### config.mk
export PLATFORM = sky130hd
export DESIGN_NAME = uart_rx_param
export DESIGN_NICKNAME = d
export VERILOG_FILES = /design/src/rtl/uart_pkg.sv /design/src/rtl/uart_rx_sampler.sv /design/src/rtl/uart_rx_param.sv
export SDC_FILE = /design/constraint.sdc
export NUM_CORES = 1
export LEC_CHECK = 0
export ABC_AREA = 0
export CORE_ASPECT_RATIO = 1.25
export CORE_MARGIN = 3
export CORE_UTILIZATION = 63
export CTS_BUF_LIST = sky130_fd_sc_hd__clkbuf_8
export DETAILED_ROUTE_END_ITERATION = 6
export GPL_ROUTABILITY_DRIVEN = 0
export PLACE_DENSITY = 0.83
export SLEW_MARGIN = 30
export SYNTH_ARGS = -nofsm -noshare
export SYNTH_HDL_FRONTEND = slang
export SYNTH_HIERARCHICAL = 1
export SYNTH_SLANG_ARGS = --single-unit
### constraint.sdc
create_clock -name sclk_50M -period 3.4 [get_ports sclk_50M]
set_input_delay 0.68 -clock sclk_50M [delete_from_list [all_inputs] [get_ports sclk_50M]]
set_output_delay 0.68 -clock sclk_50M [all_outputs]
set_load 0.05 [all_outputs]
### src/rtl/uart_pkg.sv
// Shared definitions for the UART receiver: FSM encoding, parity modes and a
// constant-friendly ceil(log2) helper.
package uart_pkg;

  typedef enum logic [2:0] {
    ST_IDLE,
    ST_START,
    ST_DATA,
    ST_PAR,
    ST_STOP
  } rx_state_t;

  localparam int unsigned PAR_NONE = 0;
  localparam int unsigned PAR_EVEN = 1;
  localparam int unsigned PAR_ODD  = 2;

  function automatic int unsigned clog2(input int unsigned v);
    int unsigned r;
    r = 0;
    for (int unsigned i = 0; i < 32; i++) begin
      if ((64'd1 << i) < 64'(v)) r = i + 1;
    end
    return r;
  endfunction

endpackage

### src/rtl/uart_rx_sampler.sv
// Line synchroniser, bit-period counter and 3-sample majority vote around
// the middle of each bit period.
module uart_rx_sampler
  import uart_pkg::*;
#(
  parameter int unsigned CLKS_PER_BIT = 56
) (
  input  logic sclk_50M,
  input  logic s_rst,
  input  logic rx,
  input  logic run,
  output logic rx_fall_c,
  output logic bit_tick,
  output logic bit_val
);

  localparam int unsigned CW   = clog2(CLKS_PER_BIT);
  localparam int unsigned HALF = CLKS_PER_BIT / 2;

  logic          sync1, sync2, sync_prev;
  logic [CW-1:0] cnt;
  logic          s_a, s_b;

  always_ff @(posedge sclk_50M) begin
    if (s_rst) begin
      sync1     <= 1'b1;
      sync2     <= 1'b1;
      sync_prev <= 1'b1;
      cnt       <= '0;
      s_a       <= 1'b0;
      s_b       <= 1'b0;
    end else begin
      sync1     <= rx;
      sync2     <= sync1;
      sync_prev <= sync2;
      // Counter restarts at each bit boundary and is held at 0 while idle
      if (!run || cnt == CW'(CLKS_PER_BIT - 1)) cnt <= '0;
      else                                      cnt <= cnt + CW'(1);
      if (run && cnt == CW'(HALF - 1)) s_a <= sync2;
      if (run && cnt == CW'(HALF))     s_b <= sync2;
    end
  end

  assign rx_fall_c = sync_prev & ~sync2;
  assign bit_tick  = run && (cnt == CW'(HALF + 1));
  // Third sample is the live synchronised line at the tick
  assign bit_val   = (s_a & s_b) | (s_a & sync2) | (s_b & sync2);

endmodule

### src/rtl/uart_rx_param.sv
// Parameterised UART receiver with valid/ready output, framing and parity
// error flags, and an overrun pulse when a finished word cannot be stored.
module uart_rx_param
  import uart_pkg::*;
#(
  parameter int unsigned CLKS_PER_BIT = 56,
  parameter int unsigned DATA_BITS    = 8,
  parameter int unsigned PARITY       = 0,
  parameter int unsigned STOP_BITS    = 1
) (
  input  logic                 sclk_50M,
  input  logic                 s_rst,
  input  logic                 rx,
  input  logic                 rx_ready,
  output logic [DATA_BITS-1:0] rx_data,
  output logic                 rx_valid,
  output logic                 frame_err,
  output logic                 parity_err,
  output logic                 overrun
);

  localparam int unsigned IW = 4;

  rx_state_t            state_q, state_n;
  logic [IW-1:0]        idx_q, idx_n;
  logic [DATA_BITS-1:0] shift_q, shift_n;
  logic                 perr_q, perr_n, ferr_q, ferr_n;
  logic [DATA_BITS-1:0] rx_data_n;
  logic                 rx_valid_n, frame_err_n, parity_err_n, overrun_n;
  logic                 run_c, rx_fall_c, bit_tick, bit_val, done_c;

  assign run_c = (state_q != ST_IDLE);

  uart_rx_sampler #(
    .CLKS_PER_BIT(CLKS_PER_BIT)
  ) u_sampler (
    .sclk_50M (sclk_50M),
    .s_rst    (s_rst),
    .rx       (rx),
    .run      (run_c),
    .rx_fall_c(rx_fall_c),
    .bit_tick (bit_tick),
    .bit_val  (bit_val)
  );

  always_comb begin
    state_n      = state_q;
    idx_n        = idx_q;
    shift_n      = shift_q;
    perr_n       = perr_q;
    ferr_n       = ferr_q;
    rx_data_n    = rx_data;
    rx_valid_n   = rx_valid;
    frame_err_n  = frame_err;
    parity_err_n = parity_err;
    overrun_n    = 1'b0;
    done_c       = 1'b0;

    case (state_q)
      ST_IDLE: begin
        if (rx_fall_c) begin
          state_n = ST_START;
          idx_n   = '0;
          perr_n  = 1'b0;
          ferr_n  = 1'b0;
        end
      end
      ST_START: begin
        if (bit_tick) state_n = bit_val ? ST_IDLE : ST_DATA;
      end
      ST_DATA: begin
        if (bit_tick) begin
          shift_n = {bit_val, shift_q[DATA_BITS-1:1]};
          if (idx_q == IW'(DATA_BITS - 1)) begin
            idx_n   = '0;
            state_n = (PARITY != PAR_NONE) ? ST_PAR : ST_STOP;
          end else begin
            idx_n = idx_q + IW'(1);
          end
        end
      end
      ST_PAR: begin
        if (bit_tick) begin
          perr_n  = (PARITY == PAR_ODD) ? ~(^shift_q ^ bit_val) : (^shift_q ^ bit_val);
          state_n = ST_STOP;
        end
      end
      ST_STOP: begin
        if (bit_tick) begin
          ferr_n = ferr_q | ~bit_val;
          // Leave at the mid-sample of the last stop bit to catch a quick next start
          if (idx_q == IW'(STOP_BITS - 1)) begin
            state_n = ST_IDLE;
            done_c  = 1'b1;
          end else begin
            idx_n = idx_q + IW'(1);
          end
        end
      end
      default: state_n = ST_IDLE;
    endcase

    if (rx_valid && rx_ready) rx_valid_n = 1'b0;

    // A held, unaccepted word wins over a newly completed one
    if (done_c) begin
      if (rx_valid && !rx_ready) begin
        overrun_n = 1'b1;
      end else begin
        rx_data_n    = shift_q;
        frame_err_n  = ferr_n;
        parity_err_n = perr_q;
        rx_valid_n   = 1'b1;
      end
    end
  end

  always_ff @(posedge sclk_50M) begin
    if (s_rst) begin
      state_q    <= ST_IDLE;
      idx_q      <= '0;
      shift_q    <= '0;
      perr_q     <= 1'b0;
      ferr_q     <= 1'b0;
      rx_data    <= '0;
      rx_valid   <= 1'b0;
      frame_err  <= 1'b0;
      parity_err <= 1'b0;
      overrun    <= 1'b0;
    end else begin
      state_q    <= state_n;
      idx_q      <= idx_n;
      shift_q    <= shift_n;
      perr_q     <= perr_n;
      ferr_q     <= ferr_n;
      rx_data    <= rx_data_n;
      rx_valid   <= rx_valid_n;
      frame_err  <= frame_err_n;
      parity_err <= parity_err_n;
      overrun    <= overrun_n;
    end
  end

endmodule

# Yosys cells after proc, flatten, opt, wreduce, memory -nomap -nowiden
# Index checks and enable logic that the tools add are counted.
op_classes:
  n_addsub: 2
  n_eq_ne: 17
  n_mux: 28
  n_bitwise: 12
  n_reduce_logical: 21
ops:
  columns: ["op", "n"]
  rows:
  - ["two-way mux 3 bit", 7]
  - ["two-way mux 4 bit", 5]
  - ["equality test 6 x 5 -> 1 bit (second input constant)", 3]
  - ["!= test 2 bit (second input constant)", 8]
  - ["one-hot mux 3 bit (5 select lines)", 1]
  - ["one-hot mux 4 bit (3 select lines)", 1]
  - ["two-way mux 1 bit", 11]
  - ["parity 8 bit", 1]
  - ["AND reduction 7 bit", 1]
  - ["adder 6 x 1 -> 6 bit (second input constant)", 1]
  - ["equality test 3 x 2 -> 1 bit (second input constant)", 2]
  - ["equality test 6 bit (second input constant)", 1]
  - ["nonzero test 3 bit", 2]
  - ["logical AND 1 bit", 5]
  - ["AND reduction 5 bit", 1]
  - ["adder 4 x 1 -> 4 bit (second input constant)", 1]
  - ["AND 1 bit", 4]
  - ["equality test 4 x 3 -> 1 bit (second input constant)", 1]
  - ["logical NOT 4 bit", 1]
  - ["inverter 1 bit", 4]
  - ["one-hot mux 1 bit (2 select lines)", 2]
  - ["AND reduction 2 bit", 2]
  - ["OR reduction 2 bit", 2]
  - ["equality test 3 x 1 -> 1 bit (second input constant)", 1]
  - ["9 further kinds", 12]
totals:
  reg_bits: 40
  in_bits: 4
  output_inout_bits: 12
  word_cells: 96

# Logic depth before layout (Yosys ltp)
# Gate-level depths: netlist of run 1.
depth:
  word_depth: 7
  depth_mapped: 10
  ltp_nobuf: 8

# Modules after synthesis
# Netlist of run 1, hierarchy kept.
modules_own_cells:
  columns: ["mod", "n_inst", "cells_each", "area_each_um2", "seq_area_each_um2"]
  rows:
  - ["uart_rx_param", 1, 143, 1346.3, 580.6]
  - ["uart_rx_sampler", 1, 48, 483.0, 220.2]

# Worst setup path before layout of run 1
# OpenSTA, ideal clock, no wires.
synth_timing:
  kind: "register to register"
  startpoint: "register state_q[1]"
  endpoint: "register idx_q[1]"
  setup_ps: 71
  t_arrival_ps: 2055
  required_ps: 3329
  setup_slack_ps: 1275
  path_stages_with_launch: 11
  path_buffers: 2
  period_less_slack_ps: 2125
  path_cell_list: "dfxtp_1 > buf_2 > or3_1 > and4b_1 > and3_2 > buf_2 > mux2i_1 > o21ai_2 > nand3_2 > or4b_1 > a21oi_1"
synth_via:
  elab_chain_cells: 4
  elab_cells_between_ends: 12
  cone_classes: "eq/ne: 6; mux: 1; reduce/logical: 5"
synth_rtl:
  columns: ["item", "line", "text"]
  rows:
  - ["from (decl)", "uart_rx_param.sv:24", "rx_state_t state_q, state_n;"]
  - ["from (signal assigned)", "uart_rx_param.sv:131", "state_q <= state_n;"]
  - ["nonzero test 3 bit (*)", "uart_rx_param.sv:32", "assign run_c = (state_q != ST_IDLE);"]
  - ["named net run_c", "uart_rx_param.sv:30", "logic run_c, rx_fall_c, bit_tick, bit_val, done_c;"]
  - ["logical AND 1 bit (*)", "uart_rx_sampler.sv:45", "assign bit_tick = run && (cnt == CW'(HALF + 1));"]
  - ["named net bit_tick", "uart_rx_param.sv:30", null]
  - ["!= test 2 bit (no line)", null, null]
  - ["AND reduction 5 bit (no line) (*)", null, null]
  - ["to (signal assigned)", "uart_rx_param.sv:132", "idx_q <= idx_n;"]
  - ["to (decl)", "uart_rx_param.sv:25", "logic [IW-1:0] idx_q, idx_n;"]
# Mark *: on every way through the listed nets, which the timed path passes. The rest lies on a longest branch.
# A chain may end at the register's enable or synchronous reset.

# Final worst setup path of run 1
layout_timing:
  startpoint: "register state_q[0]"
  endpoint: "register idx_q[1]"
# The elaborated chain is that of the path after synthesis.

==> summary.md, run 1 <==
* run status: completed
* number of cells on the worst hold path: 1
* Post-synth EDFFs: 0
* final net count: 215
* die outline width: 54.20 um
* std cell rows: 21
* maximum number of buffers from clock root to sink: 2
* most frequent cells in the layout: sky130_fd_sc_hd__dfxtp_1, sky130_fd_sc_hd__nor2_1, sky130_fd_sc_hd__mux2i_1, sky130_fd_sc_hd__clkdlybuf4s50_1, sky130_fd_sc_hd__inv_1
* synthesized net count: 200
* source of the worst hold timing path: u_sampler/sync1$_SDFF_PP1_
* Sinks on Clock Net: 40
* first-pass GRT wire length: 5.692 mm
* residual antenna-violating net count after detailed routing: 0
* yosys synthesis warning count: 6
* layout cells sized above 1: 9.223%
* max-cap violations: 0
* worst supply voltage drop on vdd: 0.0003836 V
* Fin. Hold Viols: 0
* required time of the critical path: 3.62 ns
* total routed wirelength: 3.344 mm
* r2r endpoint: idx_q[1]$_SDFFE_PP0P_
* die boundary height: 66.25 um
* final worst slack: 1.037 ns
* post-route total power: 0.7926 mW
* Via density: 5.642
* cell area after technology mapping: 1829 um2
* Post-Route Setup TNS: 0 ns
* most common cell after layout, fill and taps aside: sky130_fd_sc_hd__dfxtp_1
* worst clock skew: 0.002901 ns
* via count of the first global-routing pass: 1341
* Global Route Usage Sum: 21.98%
* max-slew headroom at the worst pin: 56.03%
* Data arrival, critical path: 2.58 ns
* HPWL Detailed: 2.431 mm
* Resize count post-CTS: 0
* slew at the pin with the worst max-slew slack: 0.6577 ns
* count of antenna diodes in the layout: 0
* CTS tree: done
* slowest CP cell: sky130_fd_sc_hd__dfxtp_1
* total number of H-tree levels: 2
* fraction of synthesis flops using an asynchronous set or reset pin: 0%
* register bit count reported by yosys: 40
* clock latency of the later-clocked register in the worst-skew pair: 0.29 ns
* die footprint: 3590 um2
* R2R cell count: 8
* Initial Util: 66.94%
* Period Utilization, post-route: 69.50%
* P per Cell Area: 383.9 nW/um2
* area growth from synthesis to layout: 12.86%
* clock root buffer: sky130_fd_sc_hd__clkbuf_8
* worst-path maximum fanout: 9
* Via Count: 1354
* Mean Syn Cell Area: 9.577 um2
* number of antenna violations at the first check in global routing: 0
* buffers inserted during post-CTS setup optimization: 0
* count of unique library cells instantiated by Yosys: 42
* TritonCTS Buffers: 5
* count of buffers from port buffering: 15
* largest net degree at the start of global routing: 37
* Detailed Routing Iterations Pass 1: 4
* wire length per cell: 13.93 um
* number of top-level design ports: 16
* fmax: 0.4232 GHz
* category of the worst setup path capture point: register
* number of design-rule violations left by the first detailed-router iteration: 26
* CTS Hold Buffers Added: 0
* Place WS: 1.079 ns
* max-slew violation count: 0
* post-CTS clock slew at the launch and capture registers of the worst setup and hold paths: 0.07 ns
* path type of the worst min-delay path: reg -> reg
* total of endpoints with negative setup slack in the final report: 0
* share of the yosys chip area belonging to registers: 43.78%
* minimum clock period: 2.363 ns
* minimum setup slack among reg-to-reg paths: 1.04 ns
* Floorplan Core Area: 2733 um2
* setup repair after global routing missed its margin: no
* DRC viols: 0
* Top FF cell, synth: sky130_fd_sc_hd__dfxtp_1
* count of mapped cells out of synthesis: 191
* remaining global-route overflow: 0
* worst setup path category: reg -> reg
* worst flop-to-flop path startpoint: state_q[0]$_SDFFE_PP0P_
* Max stage delay on crit path: 0.50 ns
* Leakage Power: 0.8295 nW
* cell breakdown of the critical path: or3_1 > and4b_1 > and3_2 > mux2i_1 > o21ai_2 > nand3_2 > or4b_1 > a21oi_1
* worst min-delay path endpoint: u_sampler/sync2$_SDFF_PP1_
* startpoint type of the worst setup path: register
power breakdown:
group | switching (mW) | leakage, nW | internal (mW)
clock network | 0.150 | 0.0452 | 0.136
logic | 0.0181 | 0.461 | 0.0127
registers | 0.00385 | 0.323 | 0.472
total | 0.172 | 0.830 | 0.621
cells by family after synthesis:
| kind of cell | Yosys count | synth area share (%) |
|---|---|---|
| AOI/OAI and AO/OA | 18 | 6.498 |
| DFF | 40 | 43.78 |
| and+or+nand+nor | 78 | 23.46 |
| adders and majority gates | 6 | 3.967 |
| buffers and inverters | 15 | 3.762 |
| muxes | 22 | 12.04 |
| xor gates and xnor gates | 12 | 6.498 |
sequential cells by signal, indices dropped and copies added (netlist names):
signal / count
idx_q: 4
state_q: 3
rx_data: 8
u_sampler/s_b: 1
overrun: 1
ferr_q: 1
parity_err: 1
u_sampler/sync2: 1
rx_valid: 1
u_sampler/cnt: 6
perr_q: 1
frame_err: 1
u_sampler/sync1: 1
u_sampler/sync_prev: 1
shift_q: 8
u_sampler/s_a: 1
routing by layer:
| layer | routed length (um) | up-vias | global-route usage [%] |
|---|---|---|---|
| met2 | 1742 | 25 | 39.07 |
| li1 | - | 678 | - |
| met5 | 0 | - | 0 |
| met4 | 74 | 0 | 9.346 |
| met3 | 113 | 9 | 6.998 |
| met1 | 1414 | 642 | 22.63 |
worst max-delay path, delay by kind of cell (launching register included):
family             cells  cell delay, ns
and+or+nand+nor        5            1.32
DFF                    1            0.50
AOI/OAI and AO/OA      2            0.35
muxes                  1            0.11
area by class of cell:
type,instances,area [um2]
Multi-Input combinational cell,136,959.7
Sequential cell,40,800.8
Fill cell,198,668.1
Timing Repair Buffer,16,157.7
Clock buffer,5,68.82
Tap cell,34,42.54
Inverter,7,26.28
Clock inverter,2,8.758
worst max path at each step:
stage | startpoint | to | slack (ns)
2_1_floorplan | state_q[1]$_SDFFE_PP0P_ | idx_q[1]$_SDFFE_PP0P_ | 1.27
3_3_place_gp | rx_ready | rx_data[7]$_SDFFE_PP0P_ | 1.16
3_5_place_dp | state_q[0]$_SDFFE_PP0P_ | idx_q[1]$_SDFFE_PP0P_ | 1.08
4_1_cts | state_q[0]$_SDFFE_PP0P_ | idx_q[1]$_SDFFE_PP0P_ | 1.05
5_1_grt | state_q[1]$_SDFFE_PP0P_ | idx_q[1]$_SDFFE_PP0P_ | 0.88
6_report | state_q[0]$_SDFFE_PP0P_ | idx_q[1]$_SDFFE_PP0P_ | 1.04
synth_stat cells (4+ instances only):
| library cell | number | area, um2 |
|---|---|---|
| sky130_fd_sc_hd__nor2_1 | 28 | 105.1 |
| sky130_fd_sc_hd__nand3b_1 | 4 | 30.03 |
| sky130_fd_sc_hd__xor2_1 | 5 | 43.79 |
| sky130_fd_sc_hd__nand2_1 | 6 | 22.52 |
| sky130_fd_sc_hd__nand2b_1 | 5 | 31.28 |
| sky130_fd_sc_hd__nand3_1 | 5 | 25.02 |
| sky130_fd_sc_hd__inv_1 | 7 | 26.28 |
| sky130_fd_sc_hd__mux2i_1 | 22 | 220.2 |
| sky130_fd_sc_hd__a21oi_1 | 7 | 35.03 |
| sky130_fd_sc_hd__buf_2 | 4 | 20.02 |
| sky130_fd_sc_hd__xnor2_1 | 6 | 52.55 |
| sky130_fd_sc_hd__ha_1 | 5 | 62.56 |
| sky130_fd_sc_hd__dfxtp_1 | 40 | 800.8 |
through the flow:
step                      utilization, %  hold slack (ns)  instance area, um2  instances
after global placement             72.71           0.3981                1987        233
after CTS                          75.55           0.4226                2064        240
after detailed placement           72.71           0.4053                1987        233
after global routing               75.55           0.4333                2064        240
after floorplan                        -           0.3895                1829        191
final                              75.55           0.4169                2064        240
Note: power is estimated with default switching activity, not from simulation.
==> run 2: changes to the inputs <==
CORE_UTILIZATION = 53   (was 63)
PLACE_DENSITY = 0.74   (was 0.83)
clock period = 1.9 ns   (was 3.4 ns; I/O delays follow)
==> run 2 against run 1 <==
  * The flow now finishes with violations (setup timing)
  * Global-route usage down 3.2 points
  * Worst setup slack worse by 1.1 ns
  * Worst hold slack worse by 0.0027 ns
  * Via count up 5.8%
  * Clock-buffer cell count up 1
  * Die area up 17%
  * Sequential share of layout area down 4.7 points
  * Critical path depth unchanged
  * Critical path type unchanged
==> summary.md, run 2 (same netlist as run 1, synthesis figures left out) <==
* worst setup path category: reg -> reg
* largest net degree at the start of global routing: 21
* cell breakdown of the critical path: or3_4 > and4b_1 > and3_4 > mux2i_1 > o21ai_2 > nand3_2 > or4b_1 > a21oi_2
* Post-Route Setup TNS: -0.01701 ns
* count of buffers from port buffering: 15
* first-pass GRT wire length: 6.147 mm
* count of antenna diodes in the layout: 0
* post-route total power: 1.645 mW
* Leakage Power: 0.9715 nW
* Data arrival, critical path: 2.15 ns
* minimum setup slack among reg-to-reg paths: -0.02 ns
* HPWL Detailed: 2.574 mm
* Sinks on Clock Net: 40
* number of cells on the worst hold path: 1
* number of fill cells in the layout: 243
* category of the worst setup path capture point: register
* source of the worst hold timing path: u_sampler/sync1$_SDFF_PP1_
* failing checks: setup timing
* worst supply voltage drop on vdd: 0.0006841 V
* max-slew violation count: 0
* TritonCTS Buffers: 5
* Place WS: -0.02971 ns
* number of top-level design ports: 16
* area growth from synthesis to layout: 28.93%
* minimum clock period: 1.917 ns
* path type of the worst min-delay path: reg -> reg
* max-slew headroom at the worst pin: 65.67%
* required time of the critical path: 2.13 ns
* Global Route Usage Sum: 18.74%
* R2R cell count: 8
* run status: complete, but fails checks
* worst flop-to-flop path startpoint: state_q[2]$_SDFFE_PP0P_
* clock latency of the later-clocked register in the worst-skew pair: 0.29 ns
* layout cells sized above 1: 22.37%
* via count of the first global-routing pass: 1420
* final net count: 236
* max-cap violations: 0
* DRC viols: 0
* total of endpoints with negative setup slack in the final report: 1
* remaining global-route overflow: 0
* std cell rows: 23
* slowest CP cell: sky130_fd_sc_hd__or4b_1
* CTS tree: done
* worst-path maximum fanout: 6
* slew at the pin with the worst max-slew slack: 0.5133 ns
* hold slack final: 0.4142 ns
* Floorplan Core Area: 3252 um2
* area occupied by multi-input gates: 1003 um2
* r2r endpoint: idx_q[1]$_SDFFE_PP0P_
* final worst slack: -0.01701 ns
* clock root buffer: sky130_fd_sc_hd__clkbuf_8
* register cell area after layout: 804.5 um2
* largest registers: rx_data (8), shift_q (8), u_sampler/cnt (6)
* die boundary height: 71.69 um
* wire length per cell: 13.90 um
* most common cell after layout, fill and taps aside: sky130_fd_sc_hd__dfxtp_1
* Via Count: 1432
* Detailed Routing Iterations Pass 1: 4
* number of antenna violations at the first check in global routing: 0
* most frequent cells in the layout: sky130_fd_sc_hd__dfxtp_1, sky130_fd_sc_hd__nor2_1, sky130_fd_sc_hd__mux2i_1, sky130_fd_sc_hd__buf_4, sky130_fd_sc_hd__clkdlybuf4s50_1
* Initial Util: 56.25%
* maximum number of buffers from clock root to sink: 2
* Period Utilization, post-route: 100.9%
* residual antenna-violating net count after detailed routing: 0
* die outline width: 58.55 um
* worst min-delay path endpoint: u_sampler/sync2$_SDFF_PP1_
* fmax: 0.5216 GHz
* Fin. Hold Viols: 0
* startpoint type of the worst setup path: register
* CTS Hold Buffers Added: 0
* Via density: 5.404
* total number of H-tree levels: 2
* die footprint: 4197 um2
* P per Cell Area: 697.3 nW/um2
* worst clock skew: 0.006164 ns
* total routed wirelength: 3.684 mm
* post-CTS clock slew at the launch and capture registers of the worst setup and hold paths: 0.08 ns
* setup repair after global routing missed its margin: yes
* number of design-rule violations left by the first detailed-router iteration: 25
* Max stage delay on crit path: 0.49 ns
==> run 2: how the worst max path moves through the flow <==
stage	depth (start not counted)	slack (ns)	startpoint	end
3_5_place_dp	8	-0.03	state_q[1]$_SDFFE_PP0P_	idx_q[1]$_SDFFE_PP0P_
3_3_place_gp	8	0.04	state_q[2]$_SDFFE_PP0P_	idx_q[1]$_SDFFE_PP0P_
4_1_cts	8	-0.006	state_q[1]$_SDFFE_PP0P_	idx_q[1]$_SDFFE_PP0P_
2_1_floorplan	10	-0.15	state_q[1]$_SDFFE_PP0P_	idx_q[1]$_SDFFE_PP0P_
6_report	8	-0.02	state_q[2]$_SDFFE_PP0P_	idx_q[1]$_SDFFE_PP0P_
5_1_grt	8	-0.12	state_q[2]$_SDFFE_PP0P_	idx_q[1]$_SDFFE_PP0P_
==> run 2: cell type report <==
class | instances | share of cell area, %
flip-flops and latches | 40 | 34.11
clock inverters | 2 | 1.645
clock buffers | 6 | 3.501
multi-input cells | 136 | 42.55
inverters | 7 | 1.114
well taps | 37 | 1.963
repair buffers | 37 | 15.12
==> run 2: critical path, delay by kind of cell, from the launching register on <==
| family | cells | cell delay (ns) |
|---|---|---|
| AND/OR/NAND/NOR | 5 | 1.11 |
| flip-flops | 1 | 0.34 |
| AO/OA/AOI/OAI | 2 | 0.31 |
| multiplexers | 1 | 0.09 |
==> run 2: per-stage QoR <==
stage | std cells | utilization [%] | cell area [um2]
2_1_floorplan | 191 | - | 1854
6_report | 265 | 72.53 | 2359
3_3_place_gp | 250 | 64.95 | 2112
4_1_cts | 260 | 69.41 | 2257
3_5_place_dp | 250 | 64.95 | 2112
5_1_grt | 265 | 72.53 | 2359
==> run 2: report_power, final <==
group          total, mW  internal [mW]  switching (mW)
logic             0.0689         0.0310          0.0379
registers          0.847          0.844         0.00319
clock network      0.729          0.429           0.299
==> run 2: repair_timing <==
item                       in CTS  in global routing
pin swaps                       2                  5
buffers inserted                2                  4
gates resized for setup         4                 10
gates cloned                    0                  1
setup endpoints to repair      12                 25
hold endpoints to repair        0                  0
==> run 2: metal layers <==
layer / up-vias / routed length (um) / GRT usage (%)
met3: 7 / 80 / 3.964
met2: 14 / 2021 / 34.53
met1: 687 / 1522 / 20.32
met4: 0 / 59 / 7.216
met5: - / 0 / 0
li1: 724 / - / -
==> run 3: changes to the inputs <==
CORE_ASPECT_RATIO = 1.4   (was 1.25)
CORE_UTILIZATION = 29   (was 53)
PLACE_DENSITY = 0.44   (was 0.74)
==> run 3 against run 2 <==
  * The flow still finishes with violations (setup timing)
  * Combinational power up 6.0%
  * Sequential share of layout area fell by 0.054 points
  * Routed wire length increased by 0.87%
  * Worst hold slack worse by 0.0040 ns
  * Core utilization down 33 points
  * Global-route usage fell by 7.9 points
  * Sequential power hardly changed
  * Cell count increased by 11%
  * Register-to-register slack is essentially flat
  * First-iteration DRC count fell by 20%
  * Clock-buffer cell count up 1
  * Clock power up 3.8%
==> summary.md, run 3 (same netlist as run 1, synthesis figures left out) <==
* run status: complete, but fails checks
* failing checks: setup timing
* Fin. Hold Viols: 0
* setup repair after global routing missed its margin: yes
* Post-Route Setup TNS: -0.05476 ns
* hold slack final: 0.4102 ns
* Via density: 4.802
* wire length per cell: 12.68 um
* minimum clock period: 1.916 ns
* worst supply voltage drop on vdd: 0.0003869 V
* die outline width: 73.13 um
* P per Cell Area: 709.7 nW/um2
* count of buffers from port buffering: 15
* CTS tree: done
* final net count: 231
* post-CTS clock slew at the launch and capture registers of the worst setup and hold paths: 0.08 ns
* max-cap violations: 0
* cell family contributing the most delay on the critical path: simple AND/OR/NAND/NOR gates
* Period Utilization, post-route: 100.8%
* slowest CP cell: sky130_fd_sc_hd__or4b_1
* worst-path maximum fanout: 6
* fmax: 0.5220 GHz
* std cell rows: 33
* Via Count: 1407
* final standard cell count with taps included and fillers excluded: 293
* total of endpoints with negative setup slack in the final report: 7
* number of antenna violations at the first check in global routing: 0
* worst flop-to-flop path startpoint: state_q[2]$_SDFFE_PP0P_
* Max stage delay on crit path: 0.48 ns
* worst clock skew: 0.005268 ns
* clock latency of the later-clocked register in the worst-skew pair: 0.29 ns
* cell breakdown of the critical path: or3_4 > and4b_1 > and3_4 > mux2i_1 > o21ai_2 > nand3_2 > or4b_1 > a21oi_1
* Initial Util: 30.55%
* post-route total power: 1.676 mW
* maximum number of buffers from clock root to sink: 2
* die footprint: 7310 um2
* placed cell count: 283
* layout cells sized above 1: 22.87%
* CTS Hold Buffers Added: 0
* r2r endpoint: idx_q[1]$_SDFFE_PP0P_
* largest registers: rx_data (8), shift_q (8), u_sampler/cnt (6)
* Leakage Power: 0.9511 nW
* capturing instance or port of the critical path: idx_q[1]$_SDFFE_PP0P_
* Levels on crit path: 8
* slew at the pin with the worst max-slew slack: 0.5817 ns
* remaining global-route overflow: 0
* category of the worst setup path capture point: register
* DRC viols: 0
* number of fill cells in the layout: 574
* most common cell after layout, fill and taps aside: sky130_fd_sc_hd__dfxtp_1
* total routed wirelength: 3.716 mm
* residual antenna-violating net count after detailed routing: 0
* R2R cell count: 8
* minimum setup slack among reg-to-reg paths: -0.02 ns
* Data arrival, critical path: 2.13 ns
* TritonCTS Buffers: 5
* startpoint type of the worst setup path: register
* number of top-level design ports: 16
* HPWL Detailed: 2.712 mm
* total number of H-tree levels: 2
* max-slew headroom at the worst pin: 61.18%
* final worst slack: -0.01564 ns
* required time of the critical path: 2.12 ns
* Sinks on Clock Net: 40
* die boundary height: 99.97 um
* Detailed Routing Iterations Pass 1: 5
* most frequent cells in the layout: sky130_fd_sc_hd__dfxtp_1, sky130_fd_sc_hd__nor2_1, sky130_fd_sc_hd__mux2i_1, sky130_fd_sc_hd__buf_4, sky130_fd_sc_hd__clkdlybuf4s50_1
* count of antenna diodes in the layout: 0
* first-pass GRT wire length: 6.203 mm
* number of design-rule violations left by the first detailed-router iteration: 20
* Worst Path Buf+Inv: 0
* Global Route Usage Sum: 10.80%
* Floorplan Core Area: 5987 um2
* source of the critical timing path: state_q[2]$_SDFFE_PP0P_
* area growth from synthesis to layout: 29.14%
* path type of the worst min-delay path: reg -> reg
* via count of the first global-routing pass: 1329
* clock root buffer: sky130_fd_sc_hd__clkbuf_8
* max-slew violation count: 0
* largest net degree at the start of global routing: 22
* worst setup path category: reg -> reg
[run 3: through the flow]
stage	util [%]	worst slack, ns	instance area (um2)
final	39.46	-0.01564	2362
after global routing	39.46	-0.1652	2362
after CTS	38.06	-0.01407	2278
after detailed placement	35.88	-0.03426	2148
after global placement	35.88	0.01979	2148
after floorplan	-	-0.1496	1854
[run 3: worst min-delay path by stage]
stage	slack [ns]	startpoint	endpoint	cells past startpoint
after floorplan	0.39	u_sampler/sync1$_SDFF_PP1_	u_sampler/sync2$_SDFF_PP1_	1
after global placement	0.39	u_sampler/sync1$_SDFF_PP1_	u_sampler/sync2$_SDFF_PP1_	1
after detailed placement	0.39	u_sampler/sync1$_SDFF_PP1_	u_sampler/sync2$_SDFF_PP1_	1
after CTS	0.41	u_sampler/sync1$_SDFF_PP1_	u_sampler/sync2$_SDFF_PP1_	1
after global routing	0.43	u_sampler/sync1$_SDFF_PP1_	u_sampler/sync2$_SDFF_PP1_	1
final	0.41	u_sampler/sync1$_SDFF_PP1_	u_sampler/sync2$_SDFF_PP1_	1
[run 3: final cells by class]
type	count	area (um2)	share of cell area, %
multi-input combinational	136	1015	42.96
sequential	40	804.5	34.06
inverter	7	26.28	1.112
tap	70	87.58	3.708
timing repair buffer	32	302.8	12.82
clock buffer	7	96.34	4.078
clock inverter	1	30.03	1.271
[run 3: what timing repair did]
action,in CTS,in global routing
resized for setup,3,11
endpoints found under the setup margin,14,25
pin swaps,3,9
buffers inserted,0,1
cloned,0,1
[run 3: layer usage]
| metal | part of all wire, % | up-vias | global-route usage (%) |
|---|---|---|---|
| met5 | 0 | - | 0 |
| met4 | 2.2 | 0 | 4.688 |
| met3 | 2.4 | 8 | 2.705 |
| met2 | 55 | 26 | 19.09 |
| met1 | 40 | 666 | 11.92 |
| li1 | - | 707 | - |
[run 3: worst register-to-register path: cells and delay by family (launching register included)]
family	cells	cell delay [ns]
AOI/OAI and AO/OA	2	0.31
DFF	1	0.33
muxes	1	0.09
and+or+nand+nor	5	1.12
[run 3: report_power, final]
group / total [mW] / internal (mW) / switching (mW)
logic: 0.0730 / 0.0332 / 0.0398
clock network: 0.757 / 0.464 / 0.293
registers: 0.847 / 0.844 / 0.00298
==> RTL change: new RTL, config.mk and constraints of run 2 <==
Make the reset (`s_rst`) asynchronous in 2 clocked blocks.
--- a/src/rtl/uart_rx_sampler.sv
+++ b/src/rtl/uart_rx_sampler.sv
@@ -21,7 +21,7 @@
   logic [CW-1:0] cnt;
   logic          s_a, s_b;
 
-  always_ff @(posedge sclk_50M) begin
+  always_ff @(posedge sclk_50M or posedge s_rst) begin
     if (s_rst) begin
       sync1     <= 1'b1;
       sync2     <= 1'b1;
--- a/src/rtl/uart_rx_param.sv
+++ b/src/rtl/uart_rx_param.sv
@@ -115,7 +115,7 @@
     end
   end
 
-  always_ff @(posedge sclk_50M) begin
+  always_ff @(posedge sclk_50M or posedge s_rst) begin
     if (s_rst) begin
       state_q    <= ST_IDLE;
       idx_q      <= '0;
Behaviour: no difference found for any inputs over 10 cycles, from zero or initial values and one cycle with s_rst high; that may be too few to reach the edited logic, so the function may still have changed.
==> RTL change against run 2 <==
The run still ends with negative setup slack left. Utilization grew 2.9 points. Design area up 6.7%. Wire length decreased by 1.0%. Critical endpoint is now idx_q[0]. Setup slack worse by 120 ps. Sequential cell count did not move. Synthesized area increased by 4.6%. Sequential share of layout area grew 5.8 points. First-iteration DRC count decreased by 16%. Global-route usage increased by 0.20 points.
Power is not compared: it rests on default switching activity, and its combinational part moved more than twofold at a synthesized area within 25%.
==> RTL change: results (changes against run 2) <==
Synth
  – Share of synthesized cell area in full adder, half adder and majority cells: 0.0445 (+0.00480)
  – Mean post-synth cell area: 12.1 um2 (+26%)
  – XOR/XNOR share of the synthesized area: 0.0530 (-0.0120)
  – Synth area leaders: dfrtp_1, mux2_2, dfstp_2
  – Syn Nets: 168 (-16%)
  – Synth cell types: 43 (+2.4%)
  – Mux contribution to synthesized area: 0.126 (+0.00519)
  – Post-synth ARST share: 1.00 (+1.00)

GRT
  – GR met2 Demand/Resource: 0.313 (-0.0328)
  – Vias in the first global route: 1395 (-1.8%)
  – Global-route wire length before repair: 6220 um (+1.1%)
  – GR Util met3: 0.0354 (-0.00424)
  – M1 GR Usage: 0.224 (+0.0206)
  – Tot GR Track Use: 0.189 (+0.00202)

CTS
  – Post-CTS Setup Bufs: 4 (+2)
  – Post-cts sizing count: 10 (+6)

Finish
  – Invs w/o clock: 11 (+4)
  – Clock buf/inv share: 0.0502 (-0.00126)
  – Plain + repair buffers: 39 (+5.4%)
  – Clock buffer count: 7 (+1)
  – NonClk Buf Share: 0.131 (-0.0200)
  – FF/Latch Area: 1000 um2 (+25%)
  – Layout cell share with drive strength beyond 1: 0.335 (+0.111)
  – Multi-In Gates: 105 (-23%)
  – Final #Nets: 212 (-10%)

Detailed routing
  – Avg WL per Cell: 15.2 um (+9.3%)
  – Met1 WL: 1560 um (+2.5%)
  – Met3 WL: 86 um (+7.5%)
  – DR vias/cell: 5.53 (+2.2%)
  – WL final: 3650 um (-1.0%)
  – Initial DRC count: 21 (-16%)

STA
  – Worst-Margin Slew: 507 ps (-6.84 ps)
  – Final setup violation count: 13 (+12)
  – Final setup margin: -134 ps (-117 ps)
  – Min Hold Slack: 357 ps (-56.7 ps)
  – TNS Setup: -631 ps (-614 ps)
  – Clock Skew: 4.84 ps (-1.32 ps)

Worst setup path
  – CP max stage cell: dfrtp_1
  – FF-to-FF End: idx_q[0]
  – Max incr delay on CP: 380 ps (-110 ps)
  – Crit path arrival time: 2200 ps (+50 ps)
  – R2R Path Start: state_q[1]

Status
  – Failing checks: negative setup slack
  – Status: complete, but fails checks

Place
  – Placed Instances: 226 (-9.6%)
  – Detail Placement HPWL: 2510 um (-2.7%)

Min path
  – Min-delay src: u_sampler/sync1
==> RTL change: cell count changes in the layout (fill, tap and decap cells not counted), moves of 4 or more <==
cell / before / now
dfrtp_1: 0 / 37
dfxtp_1: 37 / 0
mux2i_1: 21 / 0
mux2_4: 0 / 18
nor2_1: 28 / 10
buf_4: 17 / 24
nand3b_1: 4 / 0
==> RTL change: through the flow <==
stage          setup slack, ps  area, um2  utilization  power, mW
4_1_cts                   -134       2490        0.745       2.24
6_report                  -134       2520        0.754       2.22
5_1_grt                   -191       2520        0.754       2.34
2_1_floorplan             -325       1960            -       1.27
3_5_place_dp              -156       2280        0.683       1.47
3_3_place_gp              -116       2280        0.683       1.45
==> RTL change: power groups by stage <==
stage	sequential (mW)	combinational, mW	clock [mW]
4_1_cts	0.957	0.518	0.762
5_1_grt	0.963	0.584	0.793
3_3_place_gp	0.972	0.482	0
3_5_place_dp	0.974	0.500	0
6_report	0.958	0.526	0.738
2_1_floorplan	1.01	0.266	0
